$ cat config.mk
export PLATFORM = sky130hd
export DESIGN_NAME = comp_seq_mag
export DESIGN_NICKNAME = d
export VERILOG_FILES = /design/src/rtl/comp_seq_pkg.sv /design/src/rtl/comp_slice.sv /design/src/rtl/comp_seq_mag.sv
export SDC_FILE = /design/constraint.sdc
export NUM_CORES = 1
export LEC_CHECK = 0
export CAP_MARGIN = 20
export CORE_AREA = 2 2 76 114
export DETAILED_ROUTE_END_ITERATION = 10
export DIE_AREA = 0 0 78 116
export PLACE_DENSITY = 0.8
export SETUP_SLACK_MARGIN = 0.02
export SLEW_MARGIN = 40
export SYNTH_ARGS = -nofsm -noshare
export SYNTH_HDL_FRONTEND = slang
export SYNTH_SLANG_ARGS = --single-unit
$ cat constraint.sdc
create_clock -name clk -period 3.9 [get_ports clk]
set_clock_uncertainty 0.1 [all_clocks]
set_input_delay 0.39 -clock clk [delete_from_list [all_inputs] [get_ports clk]]
set_output_delay 0.39 -clock clk [all_outputs]
set_load 0.02 [all_outputs]
$ cat src/rtl/comp_seq_pkg.sv
// Shared types and helpers for the sequential slice-by-slice magnitude comparator.
package comp_seq_pkg;

    typedef enum logic [1:0] {
        IDLE,
        SCAN,
        DONE
    } state_t;

    typedef struct packed {
        logic gt;
        logic eq;
        logic lt;
    } cmp_res_t;

    function automatic int nslices(input int width, input int digit);
        return width / digit;
    endfunction

endpackage

$ cat src/rtl/comp_slice.sv
// Combinational DIGIT-bit unsigned magnitude compare, MSB-first priority chain.
module comp_slice
    import comp_seq_pkg::*;
#(
    parameter int DIGIT = 4
) (
    input  logic [DIGIT-1:0] a,
    input  logic [DIGIT-1:0] b,
    output cmp_res_t         res
);

    logic decided;

    // The highest differing bit decides; lower bits are ignored once decided.
    always_comb begin
        res     = '{gt: 1'b0, eq: 1'b1, lt: 1'b0};
        decided = 1'b0;
        for (int i = DIGIT - 1; i >= 0; i--) begin
            if (!decided && (a[i] != b[i])) begin
                decided = 1'b1;
                res.gt  = a[i];
                res.lt  = b[i];
                res.eq  = 1'b0;
            end
        end
    end

endmodule

$ cat src/rtl/comp_seq_mag.sv
// Multi-cycle WIDTH-bit magnitude comparator: scans DIGIT-bit slices MSB-first,
// stops at the first differing slice, valid/ready on both sides.
module comp_seq_mag
    import comp_seq_pkg::*;
#(
    parameter  int WIDTH = 32,
    parameter  int DIGIT = 4,
    localparam int NDIG  = nslices(WIDTH, DIGIT),
    localparam int CNT_W = $clog2(NDIG + 1)
) (
    input  logic             clk,
    input  logic             rst,
    input  logic             in_valid,
    output logic             in_ready,
    input  logic [WIDTH-1:0] in_a,
    input  logic [WIDTH-1:0] in_b,
    input  logic             in_signed,
    output logic             out_valid,
    input  logic             out_ready,
    output logic             out_gt,
    output logic             out_eq,
    output logic             out_lt,
    output logic [CNT_W-1:0] out_ndig
);

    localparam int IDX_W = (NDIG > 1) ? $clog2(NDIG) : 1;

    state_t             state;
    logic [IDX_W-1:0]   idx;
    logic [WIDTH-1:0]   a_q;
    logic [WIDTH-1:0]   b_q;
    logic               sgn_q;
    logic [DIGIT-1:0]   sa;
    logic [DIGIT-1:0]   sb;
    cmp_res_t           res;

    assign in_ready = (state == IDLE) && !rst;

    // Operand capture: data only, loaded on accept, no reset needed.
    always_ff @(posedge clk) begin
        if (in_valid && in_ready) begin
            a_q   <= in_a;
            b_q   <= in_b;
            sgn_q <= in_signed;
        end
    end

    // Slice select; flipping the sign bit of the top slice turns a signed
    // compare into an unsigned one.
    always_comb begin
        sa = '0;
        sb = '0;
        for (int i = 0; i < NDIG; i++) begin
            if (idx == IDX_W'(i)) begin
                sa = a_q[i*DIGIT +: DIGIT];
                sb = b_q[i*DIGIT +: DIGIT];
            end
        end
        if (sgn_q && (idx == IDX_W'(NDIG - 1))) begin
            sa[DIGIT-1] = ~sa[DIGIT-1];
            sb[DIGIT-1] = ~sb[DIGIT-1];
        end
    end

    comp_slice #(.DIGIT(DIGIT)) u_slice (
        .a   (sa),
        .b   (sb),
        .res (res)
    );

    always_ff @(posedge clk or posedge rst) begin
        if (rst) begin
            state     <= IDLE;
            idx       <= '0;
            out_valid <= 1'b0;
            out_gt    <= 1'b0;
            out_eq    <= 1'b0;
            out_lt    <= 1'b0;
            out_ndig  <= '0;
        end else begin
            case (state)
                IDLE: begin
                    if (in_valid) begin
                        idx      <= IDX_W'(NDIG - 1);
                        out_ndig <= '0;
                        out_gt   <= 1'b0;
                        out_eq   <= 1'b0;
                        out_lt   <= 1'b0;
                        state    <= SCAN;
                    end
                end
                SCAN: begin
                    out_ndig <= out_ndig + CNT_W'(1);
                    if (!res.eq) begin
                        out_gt    <= res.gt;
                        out_lt    <= res.lt;
                        out_valid <= 1'b1;
                        state     <= DONE;
                    end else if (idx == '0) begin
                        out_eq    <= 1'b1;
                        out_valid <= 1'b1;
                        state     <= DONE;
                    end else begin
                        idx <= idx - IDX_W'(1);
                    end
                end
                DONE: begin
                    if (out_ready) begin
                        out_valid <= 1'b0;
                        state     <= IDLE;
                    end
                end
                default: state <= IDLE;
            endcase
        end
    end

endmodule

; ---- Yosys cells after proc, flatten, opt, wreduce, memory -nomap -nowiden
; Cells that the tools add are included.
[word_totals]
register_bits = 78
elab_cells = 101
[classes]
n_addsub = 2
n_eq_ne = 20
muxes = 47
bitwise_logic = 2
reduce_logical = 20
[ops]
columns = op, count
row1 = 4-bit two-way mux, 17
row2 = 3-bit two-way mux, 7
row3 = "3-bit equality test, second input constant", 4
row4 = 1-bit two-way mux, 12
row5 = "2-bit inequality test, second input constant", 6
row6 = 3-bit AND reduction, 3
row7 = 2-bit two-way mux, 4
row8 = 1-bit one-hot mux with 2 select lines, 4
row9 = 4-bit one-hot mux with 2 select lines, 1
row10 = 4-bit AND reduction, 2
row11 = "3-bit by 2-bit equality test with 1-bit output, second input constant", 2
row12 = 1-bit logical AND, 6
row13 = 2-bit one-hot mux with 3 select lines, 1
row14 = 3-bit one-hot mux with 2 select lines, 1
row15 = "4-bit by 1-bit adder with 4-bit output, second input constant", 1
row16 = 1-bit logical NOT, 4
row17 = 1-bit inequality test, 4
row18 = 2-bit nonzero test, 2
row19 = "3-bit by 1-bit equality test with 1-bit output, second input constant", 1
row20 = 3-bit logical NOT, 1
row21 = "3-bit inequality test, second input constant", 1
row22 = "3-bit by 1-bit subtractor with 3-bit output, second input constant", 1
row23 = "2-bit by 1-bit equality test with 1-bit output, second input constant", 1
row24 = "2-bit equality test, second input constant", 1
row25 = other kinds (3), 4

; ---- Longest topological paths before layout
[depth]
ltp_word = 24
mapped_depth = 18
mapped_depth_nobuf = 17

; ---- By module
; A second synthesis with hierarchy kept.
[hier_totals]
cells_unflattened = 275
area_unflattened_um2 = 3632.2
[by_module_without_submodules]
columns = module, instances, cells_per_inst, area_per_inst_um2, seq_area_each_um2
row1 = comp_seq_mag, 1, 244, 3418.3, 2277.2
row2 = comp_slice, 1, 31, 214.0, 0.0

; ---- Least setup slack after synthesis
; No wires, ideal clock.
[synth_path]
kind = reg-to-reg
start = reg state[0]
end = reg a_q[0], enable pin
setup_time_ps = 488
arrival_time_ps = 3433
required_time_ps = 3312
path_slack_ps = -122
stages_incl_launch_ff = 5
path_buffers = 1
cell_sequence = dfrtp_1 clkbuf_1 nor2_1 nand2_1 nor2_1
[synth_between]
elab_chain_cells = 3
[synth_rtl]
columns = element, line
row1 = "start, declared", comp_seq_mag.sv:28  ; state_t state;
row2 = "start signal, assigned", comp_seq_mag.sv:73  ; state <= IDLE;
row3 = "start signal, assigned", comp_seq_mag.sv:89  ; state <= SCAN;
row4 = "start signal, assigned", comp_seq_mag.sv:98  ; state <= DONE;
row5 = 2-bit logical NOT, comp_seq_mag.sv:37  ; assign in_ready = (state == IDLE) && !rst;
row6 = 1-bit logical AND, comp_seq_mag.sv:37
row7 = 1-bit logical AND, comp_seq_mag.sv:41  ; if (in_valid && in_ready) begin
row8 = "end signal, assigned", comp_seq_mag.sv:42  ; a_q <= in_a;
row9 = "end, declared", comp_seq_mag.sv:30  ; logic [WIDTH-1:0] a_q;
; No other way between the ends.
; A chain may end at the register's enable or synchronous reset.

; ---- Worst setup path after layout
[layout_path]
start = reg idx[0]
end = reg out_lt
[layout_between]
elab_chain_cells = 24
word_cells_on_any_way = 50
classes_between = eq/ne (12) / mux (27) / bitwise (2) / reduce/logical (9)
[layout_rtl]
columns = element, line
row1 = "start, declared", comp_seq_mag.sv:29  ; logic [IDX_W-1:0] idx;
row2 = "start signal, assigned", comp_seq_mag.sv:84  ; idx <= IDX_W'(NDIG - 1);
row3 = "start signal, assigned", comp_seq_mag.sv:104  ; idx <= idx - IDX_W'(1);
row4 = 3-bit logical NOT, comp_seq_mag.sv:54  ; if (idx == IDX_W'(i)) begin
row5 = 4-bit two-way mux (8 in series), comp_seq_mag.sv:54
row6 = "1-bit NOT, on equally long branches", "comp_seq_mag.sv:60, comp_seq_mag.sv:61"
row7 = 1-bit two-way mux, comp_seq_mag.sv:59  ; if (sgn_q && (idx == IDX_W'(NDIG - 1))) begin
row8 = 1-bit inequality test, comp_slice.sv:19  ; if (!decided && (a[i] != b[i])) begin
row9 = 1-bit two-way mux, comp_slice.sv:19
row10 = 1-bit logical NOT, comp_slice.sv:19
row11 = 1-bit logical AND, comp_slice.sv:19
row12 = 1-bit two-way mux, comp_slice.sv:19
row13 = 1-bit logical NOT, comp_slice.sv:19
row14 = 1-bit logical AND, comp_slice.sv:19
row15 = 1-bit two-way mux, comp_slice.sv:19
row16 = 1-bit logical NOT, comp_slice.sv:19
row17 = 1-bit logical AND, comp_slice.sv:19
row18 = 3-bit two-way mux *, comp_slice.sv:19
row19 = 1-bit two-way mux / 2-bit inequality test (equally long branches), -
row20 = 1-bit one-hot mux with 2 select lines / 3-bit AND reduction (equally long branches), -
row21 = "end signal, assigned", comp_seq_mag.sv:96  ; out_lt <= res.lt;
row22 = "end, declared", comp_seq_mag.sv:22  ; output logic out_lt,
; Every way passes the cells marked *; elsewhere a longest branch is shown, timed or not. The select of a mux whose other input is x is not followed.

==> impl_metrics.env <==
export IMPL_p_comb_share_pct=31.6
export IMPL_p_leak_nw=1.79
export IMPL_fin_crit_sh_pct=85.4
export IMPL_die_area_sq_um=9050
export IMPL_postCtsHoldBufs=0
export IMPL_cts_tree="yes"
export IMPL_final_hold_viol_count=0
export IMPL_ys_ff_latch=78
export IMPL_min_path_type="in2async"
export IMPL_grt_max_degree=45
export IMPL_avgViaCountPerCell=5.29
export IMPL_pwr_share_clk_pct=30.1
export IMPL_p_sw_share_pct=30.5
export IMPL_diodes=0
export IMPL_syn_avg_cell_area_sq_um=12.5
export IMPL_seqPwrFrac_pct=38.4
export IMPL_multi_input_comb_area_sq_um=1220
export IMPL_synth_top_area_share_pct=53.8
export IMPL_n_fill_cell=635
export IMPL_num_rows=40
export IMPL_dr_pass1_iters=4
export IMPL_synth_ff_type="edfxtp_1"
export IMPL_worst_setup_path_end_kind="flip-flop"
export IMPL_async_flop_share_pct=16.7
export IMPL_drt_wl_total_microns=7340
export IMPL_hpwl_microns=5420
export IMPL_drcViolationCount=0
export IMPL_slew_headroom_pct=52.7
export IMPL_die_h_microns=116
export IMPL_arrival_ns=3.45
export IMPL_p_total_w=0.00285
export IMPL_clk_path_buf_depth=2
export IMPL_core_area_sq_um=8010
export IMPL_synthesis_area_sq_um=3630
export IMPL_h_tree_depth=3
export IMPL_seq_area_frac_synth_pct=62.8
export IMPL_period_needed_ns=3.33
export IMPL_portBuffers=77
export IMPL_gp_congestion=0.846
export IMPL_synth_top_area_cell="edfxtp_1"
export IMPL_seqCellArea_sq_um=2280
export IMPL_reg2reg_slack_ns=0.57
export IMPL_drv_slew=0
export IMPL_antenna_found_initial=0
export IMPL_worst_pin_slew_ns=0.708
export IMPL_synth_cells=290
export IMPL_cts_buffers=9
export IMPL_rsz0062_at_grt="no"
export IMPL_drv_cap=0
export IMPL_fin_nets=447
export IMPL_switching_power_w=0.000870
export IMPL_max_freq_mhz=300
export IMPL_setup_violations=0
export IMPL_yosys_warnings=0
export IMPL_vias=2541
export IMPL_peakVddDrop_mv=0.303
export IMPL_root_buffer="clkbuf_16"
export IMPL_groute_usage_overall_pct=17.8
export IMPL_start_util_pct=45.3
export IMPL_ff2ff_path_depth=16
export IMPL_grt_overflow=0
export IMPL_status="complete, no violations"
export IMPL_wl_per_cell_microns=15.3
export IMPL_clkTransAtPathRegs_ns=0.05
export IMPL_synth_enable_flop_cells=65
export IMPL_grt_pass1_vias=2618
export IMPL_tns_ns=0
export IMPL_crit_type="reg2reg"
export IMPL_synth_nets=367
export IMPL_worstPathRequired_ns=4.02
export IMPL_grt_pass1_wl_microns=12000
export IMPL_io_pins=78
export IMPL_clk_latency_ns=0.34
export IMPL_area_delta_synth_final_pct=33.0
export IMPL_power_density_nw_per_um2=591
export IMPL_clkSinkCount=78
export IMPL_layout_drive_gt1_share_pct=9.33
export IMPL_cts_resized=0
export IMPL_synth_cell_type_count=52
export IMPL_post_cts_buffers=0
export IMPL_internal_power_w=0.00198
export IMPL_cp_start_kind="flip-flop"
export IMPL_yosys_top_cells_area="edfxtp_1 (54%), dfrtp_1 (9.0%), nand2_1 (3.3%), a21oi_1 (2.8%), ha_1 (2.8%)"
export IMPL_drtIter0Drc=160
export IMPL_crit_fanout=7
export IMPL_die_w_microns=78
export IMPL_postRouteAntennaNets=0
-- worst max-delay path, stage by stage, from the launching register on --
cell and delay, ns:
dfrtp_1 0.42, inv_1 0.13, ha_1 0.33, nand2_1 0.10, nor2_1 0.11, a21oi_1 0.05, nor2_1 0.11, a21oi_1 0.06
nor2_1 0.13, a21oi_1 0.07, mux2_2 0.29, ha_1 0.32, o21ai_0 0.12, o21bai_1 0.09, a22o_1 0.26, o32a_1 0.30
a32o_1 0.22
-- metal layers --
| layer | global-route usage (%) | share of wire, % | wire (microns) | vias up |
|---|---|---|---|---|
| met5 | 0 | 0 | 0 | - |
| li1 | - | - | - | 1236 |
| met3 | 2.65 | 3.0 | 218 | 16 |
| met2 | 32.5 | 55 | 4060 | 67 |
| met4 | 12.3 | 3.8 | 280 | 0 |
| met1 | 18.7 | 38 | 2780 | 1222 |
-- layout by cell type, fill, tap and decap left out, drive strengths merged, types with 2 or more instances in the layout --
cell	synthesis	layout
xnor2	2	2
and2b	2	2
xor2	2	2
inv	16	16
mux2	3	3
o21ai	15	15
dfrtp	13	13
clkdlybuf4s50	0	77
o21bai	3	3
nand2	32	32
a221o	4	4
mux2i	5	5
a22o	5	5
clkbuf	1	11
nand3b	8	8
or3	2	2
nor2b	3	3
bufinv	0	2
a21oi	20	20
edfxtp	65	65
and2	4	4
clkinv	1	4
nor2	22	22
a21o	2	2
buf	13	6
nor3	3	3
nand2b	3	3
nand3	4	4
a221oi	9	9
a2bb2oi	2	2
or2	2	2
o22ai	4	4
ha	8	8
a32o	2	2
-- area by class of cell --
class                           instances  share of cell area [%]
Tap cell                              105                    2.72
Inverter                               17                    1.32
Clock buffer                           11                    4.82
Clock inverter                          5                    1.53
Timing Repair Buffer                   83                    17.2
Sequential cell                        78                    47.2
Multi-Input combinational cell        181                    25.2
-- cell usage after synthesis (4+ instances only) --
library cell,number
nor2_1,22
buf_2,10
nand3b_1,8
a21oi_1,20
dfrtp_1,13
a221o_1,4
edfxtp_1,65
nand2_1,32
a221oi_2,4
ha_1,8
a221oi_1,5
mux2i_1,5
inv_1,16
a22o_1,5
o21ai_0,14
-- worst paths after layout --
check | startpoint | end
max | idx[0] | out_lt
min | rst | idx[0]
max reg2reg | idx[0] | out_lt
min reg2reg | out_lt | out_lt
max in group asynchronous | rst | out_ndig[0]
min in group clk | out_lt | out_lt
-- cell families after synthesis --
kind of cell | Yosys count | share of synthesized area, %
adder cells (fa/ha/maj) | 8 | 2.76
AND/OR/NAND/NOR | 87 | 12.0
multiplexers | 8 | 2.31
AO/OA/AOI/OAI | 74 | 15.2
XOR/XNOR | 4 | 0.966
buffers and inverters | 31 | 3.97
flip-flops | 78 | 62.8
-- metrics by stage --
| stage | instance area (sq um) | worst slack (ns) | utilization [%] | std cells | hold slack [ns] |
|---|---|---|---|---|---|
| global route | 4820 | 0.315 | 60.3 | 480 | 0.431 |
| CTS | 4820 | 0.557 | 60.2 | 480 | 0.410 |
| finish | 4820 | 0.569 | 60.3 | 480 | 0.396 |
| global placement | 4520 | 0.773 | 56.4 | 464 | 0.387 |
| detailed placement | 4520 | 0.620 | 56.4 | 464 | 0.400 |
| floorplan | 3630 | 0.852 | - | 290 | 0.167 |
-- sequential cells by signal, summed over array words and instances, names as in the netlist --
register   count
a_q           32
b_q           32
idx            3
out_eq         1
out_gt         1
out_lt         1
out_ndig       4
out_valid      1
sgn_q          1
state          2
-- power groups by stage --
stage | sequential (W) | combinational (W) | clock, W
after global placement | 0.00111 | 0.000867 | 0
final | 0.00109 | 0.000900 | 0.000857
after global routing | 0.00111 | 0.00100 | 0.000908
after floorplan | 0.00111 | 0.000638 | 0
after detailed placement | 0.00111 | 0.000897 | 0
after CTS | 0.00110 | 0.000901 | 0.000869
No activity file was read; power rests on OpenSTA's default activity.
